File: config.mk
export PLATFORM = sky130hd
export DESIGN_NAME = ant_world_engine
export DESIGN_NICKNAME = d
export VERILOG_FILES = /design/src/rtl/ant_world_engine.sv
export SDC_FILE = /design/constraint.sdc
export NUM_CORES = 1
export LEC_CHECK = 0
export BUFFER_PORTS_ARGS = -buffer_cell sky130_fd_sc_hd__buf_2
export CAP_MARGIN = 0
export CELL_PAD_IN_SITES_DETAIL_PLACEMENT = 1
export CELL_PAD_IN_SITES_GLOBAL_PLACEMENT = 1
export CORE_ASPECT_RATIO = 0.5
export CORE_MARGIN = 1.5
export CORE_UTILIZATION = 43
export DETAILED_ROUTE_END_ITERATION = 8
export PLACE_DENSITY = 0.84
export SLEW_MARGIN = 20
export SYNTH_ARGS = -nofsm -noshare
export SYNTH_HDL_FRONTEND = slang
export SYNTH_SLANG_ARGS = --single-unit
export TNS_END_PERCENT = 20
File: constraint.sdc
create_clock -name clk -period 2.73 [get_ports clk]
set_input_delay 0.4095 -clock clk [delete_from_list [all_inputs] [get_ports clk]]
set_output_delay 0.4095 -clock clk [all_outputs]
set_load 0.005 [all_outputs]
File: src/rtl/ant_world_engine.sv
// Ant-farm world: trail grid plus a Langton's-ant walker, exported as 2-bit pixels.
// In: clk, rst_btn (async, low), run, step_req, clear. Out: pixel_memory, ant_pos, ant_dir, step_count, busy.
module ant_world_engine #(
  parameter int COLS      = 8,
  parameter int ROWS      = 3,
  parameter int TICK_DIV  = 25000000,
  parameter int START_COL = 4,
  parameter int START_ROW = 1,
  localparam int CELLS    = COLS * ROWS,
  localparam int PIW      = $clog2(CELLS)
) (
  input  logic               clk,
  input  logic               rst_btn,
  input  logic               run,
  input  logic               step_req,
  input  logic               clear,
  output logic [2*CELLS-1:0] pixel_memory,
  output logic [PIW-1:0]     ant_pos,
  output logic [1:0]         ant_dir,
  output logic [15:0]        step_count,
  output logic               busy
);

  localparam int CW = $clog2(COLS);
  localparam int RW = $clog2(ROWS);
  localparam int PW = $clog2(TICK_DIV);

  localparam logic [CW-1:0]  COL0 = CW'(START_COL);
  localparam logic [RW-1:0]  ROW0 = RW'(START_ROW);
  localparam logic [PIW-1:0] POS0 = PIW'(START_ROW * COLS + START_COL);
  localparam logic [CW-1:0]  CMAX = CW'(COLS - 1);
  localparam logic [RW-1:0]  RMAX = RW'(ROWS - 1);
  localparam logic [PW-1:0]  PMAX = PW'(TICK_DIV - 1);

  typedef enum logic [1:0] {
    IDLE,
    TURN,
    FLIP,
    MOVE
  } state_t;

  state_t           state_q;
  state_t           state_d;
  logic [1:0]       dir_q;
  logic [CW-1:0]    col_q;
  logic [RW-1:0]    row_q;
  logic [PIW-1:0]   pos_q;
  logic [CELLS-1:0] trail_q;
  logic [15:0]      cnt_q;
  logic [PW-1:0]    pre_q;

  logic             tick;
  logic             trig;
  logic [CW-1:0]    col_n;
  logic [RW-1:0]    row_n;
  logic [PIW-1:0]   pos_n;

  assign tick = run && (pre_q == PMAX);
  assign trig = tick | step_req;

  always_comb begin
    state_d = state_q;
    unique case (state_q)
      IDLE:    if (trig) state_d = TURN;
      TURN:    state_d = FLIP;
      FLIP:    state_d = MOVE;
      MOVE:    state_d = IDLE;
      default: state_d = IDLE;
    endcase
  end

  // dir_q already holds the turned heading when MOVE is reached
  always_comb begin
    col_n = col_q;
    row_n = row_q;
    unique case (dir_q)
      2'd0: row_n = (row_q == '0) ? RMAX : row_q - RW'(1);
      2'd1: col_n = (col_q == CMAX) ? '0 : col_q + CW'(1);
      2'd2: row_n = (row_q == RMAX) ? '0 : row_q + RW'(1);
      default: col_n = (col_q == '0) ? CMAX : col_q - CW'(1);
    endcase
    pos_n = PIW'(row_n) * PIW'(COLS) + PIW'(col_n);
  end

  always_ff @(posedge clk or negedge rst_btn) begin
    if (!rst_btn) begin
      state_q <= IDLE;
      dir_q   <= 2'd0;
      col_q   <= COL0;
      row_q   <= ROW0;
      pos_q   <= POS0;
      trail_q <= '0;
      cnt_q   <= '0;
      pre_q   <= '0;
    end else if (clear) begin
      state_q <= IDLE;
      dir_q   <= 2'd0;
      col_q   <= COL0;
      row_q   <= ROW0;
      pos_q   <= POS0;
      trail_q <= '0;
      cnt_q   <= '0;
      pre_q   <= '0;
    end else begin
      state_q <= state_d;
      if (run) pre_q <= tick ? '0 : pre_q + PW'(1);
      unique case (state_q)
        TURN: dir_q <= trail_q[pos_q] ? dir_q - 2'd1
                                      : dir_q + 2'd1;
        FLIP: trail_q[pos_q] <= ~trail_q[pos_q];
        MOVE: begin
          col_q <= col_n;
          row_q <= row_n;
          pos_q <= pos_n;
          cnt_q <= cnt_q + 16'd1;
        end
        default: ;
      endcase
    end
  end

  for (genvar i = 0; i < CELLS; i++) begin : g_pix
    assign pixel_memory[2*i]   = trail_q[i];
    assign pixel_memory[2*i+1] = (pos_q == PIW'(i));
  end

  assign ant_pos    = pos_q;
  assign ant_dir    = dir_q;
  assign step_count = cnt_q;
  assign busy       = (state_q != IDLE);

endmodule

==> flow_summary.yaml, run 1 <==
status:
  outcome: "complete, no violations"
setup_path:
  rrSetupSlack_ns: 0.38
  cp-end-kind: "flop"
  critPathArrivalTime_ns: 2.58
  cp_num_buf_inv: 0
  worst_ep_required_time_ns: 2.96
  critPathTopFamily: "compound AO/OA/AOI/OAI gates"
  cp_max_fo: 13
  r2r-end: "ant_dir[1]$_DFFE_PN0P_"
  r2r_cells: 5
  cp_num_cells: 5
  path_cells: "mux4_2 > nor3b_1 > a211oi_2 > nor2_4 > o21ai_0"
  slowest_delay_ns: 0.63
  startpoint_type: "flop"
  cp_slowest_cell: "dfrtp_1"
  path_class: "reg -> reg"
  r2r-start: "col_q[0]$_DFFE_PN0P_"
clock_tree:
  postCtsSetupBuffers: 0
  clock_latency_ns: 0.33
  cts.sinks: 74
  hold_buffers: 0
  cts_tree: "done"
  htree_levels: 3
  clkTransAtPathRegs_ns: 0.06
  clockRootBuffer: "clkbuf_16"
  cts_buffer_depth: 2
  cts_inserted_buffers: 9
  ctsResizeCount: 0
synth:
  synth_nets: 487
  syn_area_sq_um: 4360
  ys_types: 55
  synth_top_area_cell: "dfrtp_1"
  yosysMostFrequentCell: "nor2_1"
  synth_commonest_cells: "nor2_1 (83), dfrtp_1 (72), o21ai_0 (34)"
  ys_async_sr_fraction_pct: 100.0
  avgSynthCellArea_sq_um: 9.418
  synth_edf_count: 0
  synthFlopType: "dfrtp_1"
  yosys_warnings: 0
  yosysSeqAreaShare_pct: 42.53
  synth-seq-cells: 74
  syn_inst: 463
  synth_top_area_share_pct: 41.32
  yosys-top-cells-area: "dfrtp_1 (41%), nor2_1 (7.1%), ha_1 (5.5%)"
sta:
  skew_ns: 0.004038
  hold_violations: 0
  drv_slew: 0
  clock.fmax_mhz: 425.6
  fin_crit_sh_pct: 86.07
  finalSetupTns_ns: 0
  timing.slew.headroom_pct: 51.16
  fin_ws_ns: 0.3803
  tightest_slew_ns: 0.7308
  rsz0062_at_grt: "false"
  setup_viol_count_final: 0
  layout_min_cycle_time_ns: 2.350
detailed_routing:
  viasPerCell: 5.560
  routed_wl_um: 12040
  first_pass_iters: 4
  drtIter0Drc: 176
  ant_nets: 0
  routedWlPerCell_um: 17.75
  drc: 0
  vias: 3770
floorplan:
  placementRows: 25
  die-height_um: 74.21
  fp.dieW_um: 145.4
  start_util_pct: 45.26
  core_area_sq_um: 9634
  io_pins: 77
  dieArea_sq_um: 10790
pwr:
  power.total_mw: 3.172
  p_per_area_nw_per_um2: 611.2
  max-vdd-ir-drop_mv: 0.3804
  p_leak_nw: 2.403
grt:
  grt_pass1_wl_um: 19570
  antenna_found_initial: 0
  grt_pass1_vias: 3751
  grt-ovfl-total: 0
  grt_max_degree: 51
  grtUsageTotal_pct: 23.02
finish:
  final-seq-area_sq_um: 1854
  syn_to_final_growth_pct: 19.02
  fill_cells: 1157
  drive_above_1_share_pct: 24.49
  fin_nets: 562
  multi_input_area_sq_um: 2341
  antenna_cells: 0
place:
  pre_cts_ws_ns: 0.1352
  portBuffers: 76
  gp_congestion: 0.8304
  dp_hpwl_um: 8291
flow_run:
  drv_cap: 0
worst_hold_path:
  hold_class: "in -> async"
==> placed cells by master (no fill, tap or decap), types with 9 or more instances in the layout <==
cell / synthesis / final
nor2_1: 83 / 83
buf_2: 1 / 76
dfrtp_1: 72 / 72
o21ai_0: 34 / 34
nand2_1: 32 / 32
xor2_1: 20 / 20
ha_1: 19 / 19
nand3_1: 18 / 18
inv_1: 16 / 16
xnor2_1: 15 / 15
a21oi_1: 14 / 14
nand4_1: 11 / 11
a21oi_2: 10 / 10
a21oi_4: 10 / 10
mux2i_1: 9 / 9
clkbuf_16: 0 / 9
==> registers in the layout, indices dropped and copies added, names as in the netlist <==
signal	count
trail_q	24
pre_q	25
col_q	2
step_count	16
state_q	2
ant_dir	2
ant_pos	1
row_q	2
==> power by group <==
part           internal, mW  total, mW  leakage (nW)  switching (mW)
clock                 0.753       1.21         0.151           0.458
combinational         0.239      0.735          1.23           0.496
sequential             1.15       1.23          1.02          0.0809
==> per-stage QoR <==
| stage | hold WS [ns] | cells | util (%) | cell area, sq um |
|---|---|---|---|---|
| after floorplan | 0.1139 | 463 | - | 4360 |
| after global routing | 0.1172 | 678 | 53.87 | 5190 |
| after detailed placement | 0.4460 | 661 | 50.58 | 4873 |
| final | 0.08537 | 678 | 53.87 | 5190 |
| after global placement | 0.4409 | 661 | 50.58 | 4873 |
| after CTS | 0.09300 | 677 | 53.75 | 5179 |
==> worst max-delay path by stage <==
stage | endpoint | from | slack (ns)
after CTS | ant_dir[1]$_DFFE_PN0P_ | col_q[0]$_DFFE_PN0P_ | 0.07
final | ant_dir[1]$_DFFE_PN0P_ | col_q[0]$_DFFE_PN0P_ | 0.38
after floorplan | pixel_memory[9] | ant_pos[2]$_DFFE_PN1P_ | 0.75
after global placement | ant_dir[1]$_DFFE_PN0P_ | col_q[0]$_DFFE_PN0P_ | 0.24
after global routing | pixel_memory[1] | col_q[0]$_DFFE_PN0P_ | 0.26
after detailed placement | ant_dir[1]$_DFFE_PN0P_ | col_q[0]$_DFFE_PN0P_ | 0.14
==> worst register-to-register path: cells and delay by family (launching register included) <==
kind,cells,cell delay (ns)
flip-flops,1,0.63
multiplexers,1,0.58
AO/OA/AOI/OAI,2,0.68
AND/OR/NAND/NOR,2,0.37
==> routing by layer <==
metal / track usage (%) / part of all wire (%)
met1: 29.52 / 45
met2: 40.26 / 50
met3: 4.724 / 3.2
met4: 7.143 / 1.6
met5: 0 / 0
==> layout make-up <==
| cell class | count | share of cell area [%] |
|---|---|---|
| inverters | 16 | 1.157 |
| repair buffers | 85 | 8.872 |
| clock buffers | 11 | 4.870 |
| well taps | 135 | 3.255 |
| multi-input cells | 352 | 45.11 |
| flip-flops and latches | 74 | 35.73 |
| clock inverters | 5 | 1.013 |
==> kinds of logic after synthesis <==
kind of cell | synth area share [%]
adder cells (fa/ha/maj) | 5.452
flip-flops | 42.53
AND/OR/NAND/NOR | 22.44
multiplexers | 3.615
buffers and inverters | 4.161
AO/OA/AOI/OAI | 14.78
XOR/XNOR | 7.030
Power figures use the tool's default switching activity.
==> run 2: changes to the inputs <==
- CORE_UTILIZATION: 43 -> 40
- CTS_BUF_LIST: not set -> sky130_fd_sc_hd__clkbuf_4 sky130_fd_sc_hd__clkbuf_8
- PLACE_DENSITY: 0.84 -> 0.82
- clock period: 2.73 -> 1.99 ns (I/O delays scaled with it)
==> run 2 against run 1 <==
The flow now finishes with violations (setup timing). Wire length grew 15%. Core utilization shrank 0.24 points. Fmax grew 17%. Cell area grew 7.6%. Via count grew 5.5%. Count of clock-buffer cells in the layout is the same. Setup slack lost 0.40 ns. Die area grew 7.3%. Non-clock buffer count grew 42. Sequential power grew 34%. Critical path type unchanged. Highest routed layer unchanged.
==> flow_summary.yaml, run 2 (synthesized netlist as in run 1, its figures left out) <==
grt:
  grt-ovfl-total: 0
  grt_pass1_wl_um: 21760
  grt_pass1_vias: 4184
  grtUsageTotal_pct: 24.37
  antenna_found_initial: 0
  grt_max_degree: 44
floorplan:
  placementRows: 26
  start_util_pct: 41.89
  die-height_um: 76.83
  fp.dieW_um: 150.7
  dieArea_sq_um: 11570
  io_pins: 77
  core_area_sq_um: 10410
detailed_routing:
  vias: 3978
  viasPerCell: 5.487
  drtIter0Drc: 261
  first_pass_iters: 5
  drc: 0
  routedWlPerCell_um: 19.03
  routed_wl_um: 13790
  ant_nets: 0
sta:
  skew_ns: 0.006929
  fin_crit_sh_pct: 101.0
  hold_violations: 0
  clock.fmax_mhz: 497.4
  fin_ws_ns: -0.02049
  layout_min_cycle_time_ns: 2.010
  rsz0062_at_grt: "true"
  timing.slew.headroom_pct: 62.30
  setup_viol_count_final: 5
  drv_slew: 0
  tightest_slew_ns: 0.5655
finish:
  fill_cells: 1225
  fin_nets: 604
  largest_reg_flops: 25
  antenna_cells: 0
  regMostFlops: "pre_q"
  final_common_cell: "nor2_1"
  syn_to_final_growth_pct: 28.03
  layout_common_cells: "nor2_1 (83), buf_2 (75), dfrtp_1 (71)"
  drive_above_1_share_pct: 33.85
place:
  dp_hpwl_um: 9157
  pre_cts_ws_ns: -0.4377
  gp_congestion: 0.8170
  portBuffers: 76
setup_path:
  r2r-end: "trail_q[7]$_DFFE_PN0P_"
  cp_max_fo: 5
  worst_ep_required_time_ns: 2.28
  critPathArrivalTime_ns: 2.30
  path_class: "reg -> reg"
  startpoint_type: "flop"
  rrSetupSlack_ns: -0.02
  r2r_cells: 7
  r2r-start: "col_q[1]$_DFFE_PN0P_"
  cp-end-kind: "flop"
clock_tree:
  cts_inserted_buffers: 9
  clkTransAtPathRegs_ns: 0.08
  clockRootBuffer: "clkbuf_8"
  cts_tree: "done"
  cts.sinks: 74
  clock_latency_ns: 0.37
  cts_buffer_depth: 2
  htree_levels: 3
worst_hold_path:
  hold_end: "pre_q[1]$_DFFE_PN0P_"
  hold_class: "in -> reg"
  min_from: "clear"
  hold_path_depth: 2
status:
  violations: "setup timing"
  outcome: "finished, violations left"
pwr:
  p_leak_nw: 2.601
  max-vdd-ir-drop_mv: 0.3570
  p_per_area_nw_per_um2: 739.3
  power.total_mw: 4.128
flow_run:
  drv_cap: 0
run 2: metrics by stage:
stage	setup TNS (ns)	instance area (sq um)	util (%)	instances	hold WS, ns
6_report	-0.05683	5583	53.63	725	0.1972
5_1_grt	-1.920	5583	53.63	725	0.1932
4_1_cts	-0.9695	5423	52.09	720	0.1814
3_5_place_dp	-7.871	5137	49.35	700	0.3267
3_3_place_gp	-5.485	5137	49.35	700	0.3249
2_1_floorplan	0	4360	-	463	0.002909
run 2: metal layers:
| layer | track usage (%) | wire, um |
|---|---|---|
| met5 | 0 | 0 |
| met4 | 9.612 | 341 |
| met3 | 5.714 | 585 |
| met2 | 42.02 | 7059 |
| met1 | 29.43 | 5807 |
run 2: layout make-up:
type / count / area, sq um / area share [%]
multi-input combinational: 352 / 2490 / 44.60
sequential: 74 / 1856 / 33.24
clock inverter: 5 / 28.78 / 0.5155
clock buffer: 11 / 151.4 / 2.712
tap: 140 / 175.2 / 3.138
timing repair buffer: 127 / 817.0 / 14.63
inverter: 16 / 65.06 / 1.165
run 2: how the worst max path moves through the flow:
| stage | startpoint | end | slack (ns) | depth (start not counted) |
|---|---|---|---|---|
| detailed placement | col_q[1]$_DFFE_PN0P_ | ant_dir[1]$_DFFE_PN0P_ | -0.44 | 6 |
| global route | col_q[0]$_DFFE_PN0P_ | pixel_memory[9] | -0.09 | 7 |
| floorplan | ant_pos[2]$_DFFE_PN1P_ | trail_q[3]$_DFFE_PN0P_ | 0.06 | 7 |
| finish | col_q[1]$_DFFE_PN0P_ | trail_q[7]$_DFFE_PN0P_ | -0.02 | 7 |
| CTS | col_q[1]$_DFFE_PN0P_ | ant_dir[1]$_DFFE_PN0P_ | -0.08 | 6 |
| global placement | col_q[1]$_DFFE_PN0P_ | ant_dir[1]$_DFFE_PN0P_ | -0.32 | 5 |
run 2: critical path, cell delays in order, from the launching register on:
cell and delay (ns):
dfrtp_2 0.46, mux4_2 0.54, a2bb2oi_2 0.16, a211oi_4 0.30
buf_6 0.15, nor2_4 0.04, buf_12 0.16, a21oi_4 0.12
run 2: timing repair:
item,CTS,global route
cloned,1,0
resized for setup,17,21
endpoints found under the hold margin,39,0
buffers inserted,2,5
endpoints found under the setup margin,47,70
hold buffers,1,0
pin swaps,3,5
run 2: power breakdown:
part | internal [mW] | switching [mW]
sequential | 1.57 | 0.0834
combinational | 0.544 | 0.827
clock | 0.514 | 0.591
==> run 3: changes to the inputs <==
- PLACE_DENSITY: 0.82 -> 0.79
==> run 3 against run 2 <==
The flow still finishes with violations (setup timing). Global-route usage down 2.0 points. Critical endpoint is now pixel_memory[5]. Combinational power down 18%. Clock power up 23%. Highest routed layer unchanged.
==> flow_summary.yaml, run 3 (synthesized netlist as in run 1, its figures left out) <==
grt:
  grt_max_degree: 63
  grt_pass1_vias: 3985
  grt_pass1_wl_um: 20200
  grt-ovfl-total: 0
  antenna_found_initial: 0
  grtUsageTotal_pct: 22.40
floorplan:
  fp.dieW_um: 150.7
  io_pins: 77
  dieArea_sq_um: 11570
  start_util_pct: 41.89
  core_area_sq_um: 10410
  die-height_um: 76.83
  placementRows: 26
sta:
  layout_min_cycle_time_ns: 2.051
  rsz0062_at_grt: "true"
  fin_ws_ns: -0.06069
  hold_violations: 0
  tightest_slew_ns: 0.3844
  timing.slew.headroom_pct: 74.10
  clock.fmax_mhz: 487.6
  finalSetupTns_ns: -0.06069
  setup_viol_count_final: 1
  drv_slew: 0
  fin_crit_sh_pct: 103.0
  skew_ns: 0.01363
detailed_routing:
  vias: 3867
  routedWlPerCell_um: 18.00
  route.met2.wl_um: 6224
  ant_nets: 0
  met1_length_um: 5780
  wl_met3_um: 417
  viasPerCell: 5.477
  first_pass_iters: 4
  drtIter0Drc: 154
  routed_wl_um: 12710
  top_layer: "met4"
  drc: 0
finish:
  antenna_cells: 0
  syn_to_final_growth_pct: 23.99
  final_util_pct: 51.94
  largest_reg_flops: 25
  layout_common_cells: "nor2_1 (83), buf_2 (76), dfrtp_1 (71)"
  regMostFlops: "pre_q"
  fin_nets: 585
  final_common_cell: "nor2_1"
  drive_above_1_share_pct: 29.33
  fill_cells: 1226
setup_path:
  cp-end-kind: "output pin"
  r2r-start: "col_q[1]$_DFFE_PN0P_"
  worst_ep_required_time_ns: 1.69
  critPathArrivalTime_ns: 1.75
  cp_slowest_cell: "dfrtp_1"
  path_class: "reg -> out"
  rrSetupSlack_ns: 0.01
  slowest_delay_ns: 0.43
  cp_max_fo: 14
  startpoint_type: "flop"
  path_cells: "buf_12 > ha_2 > nand2_1 > nor3_1 > buf_2"
  startpoint: "col_q[1]$_DFFE_PN0P_"
clock_tree:
  cts.sinks: 74
  htree_levels: 3
  cts_tree: "done"
  clockRootBuffer: "clkbuf_8"
  clkTransAtPathRegs_ns: 0.08
  cts_buffer_depth: 2
  cts_inserted_buffers: 9
  clock_latency_ns: 0.38
status:
  violations: "setup timing"
  outcome: "finished, violations left"
pwr:
  p_per_area_nw_per_um2: 767.6
  p_leak_nw: 2.502
  max-vdd-ir-drop_mv: 0.3227
worst_hold_path:
  hold_class: "in -> reg"
  min_from: "clear"
place:
  gp_congestion: 0.8026
  portBuffers: 76
  dp_hpwl_um: 8461
flow_run:
  drv_cap: 0
==> run 3: final timing paths <==
path                                              endpoint  cells after the start
worst max-delay path                       pixel_memory[5]                      5
worst min-delay path                  pre_q[1]$_DFFE_PN0P_                      2
worst max register to register      trail_q[2]$_DFFE_PN0P_                      6
worst min register to register       pre_q[21]$_DFFE_PN0P_                      1
max in group asynchronous             row_q[0]$_DFFE_PN1P_                      3
min in group asynchronous       step_count[14]$_DFFE_PN0P_                      2
==> run 3: worst max-delay path, delay by kind of cell (launching register included) <==
family | cells | cell delay, ns
adders and majority gates | 1 | 0.23
buffers and inverters | 2 | 0.35
DFF | 1 | 0.43
and+or+nand+nor | 2 | 0.36
==> run 3: area by class of cell <==
| cell class | count | area, sq um | share of cell area (%) |
|---|---|---|---|
| multi-input combinational | 351 | 2409 | 44.55 |
| tap | 140 | 175.2 | 3.240 |
| timing repair buffer | 109 | 679.4 | 12.57 |
| inverter | 16 | 65.06 | 1.203 |
| clock inverter | 7 | 98.84 | 1.828 |
| sequential | 74 | 1856 | 34.32 |
| clock buffer | 9 | 123.9 | 2.291 |
==> run 3: through the flow <==
step | hold slack (ns) | setup slack, ns | cells | power [mW] | instance area [sq um]
after floorplan | 0.002909 | 0.05955 | 463 | 2.382 | 4360
after detailed placement | 0.2290 | 0.007892 | 688 | 2.750 | 5057
after global placement | 0.2160 | 0.1049 | 688 | 2.704 | 5057
after global routing | 0.1272 | -0.08185 | 706 | 4.342 | 5406
after CTS | 0.1237 | -0.02718 | 706 | 4.126 | 5316
final | 0.1355 | -0.06069 | 706 | 4.150 | 5406
==> run 3: what timing repair did <==
| item | 4_1_cts | 5_1_grt |
|---|---|---|
| gates resized for setup | 7 | 18 |
| pin swaps | 1 | 2 |
| endpoints found under the setup margin | 18 | 22 |
| hold endpoints to repair | 12 | 0 |
| buffers inserted | 1 | 0 |
| hold buffers | 1 | 0 |
| gates cloned | 0 | 0 |
==> run 3: power breakdown <==
group | internal (mW) | switching, mW
Sequential | 1.57 | 0.0859
Clock | 0.714 | 0.658
Combinational | 0.417 | 0.707
Total | 2.70 | 1.45
==> run 3: metal layers <==
layer,vias up,GRT usage [%]
met5,-,0
met4,0,8.252
met3,28,5.476
met2,71,36.83
met1,1964,28.58
li1,1804,-
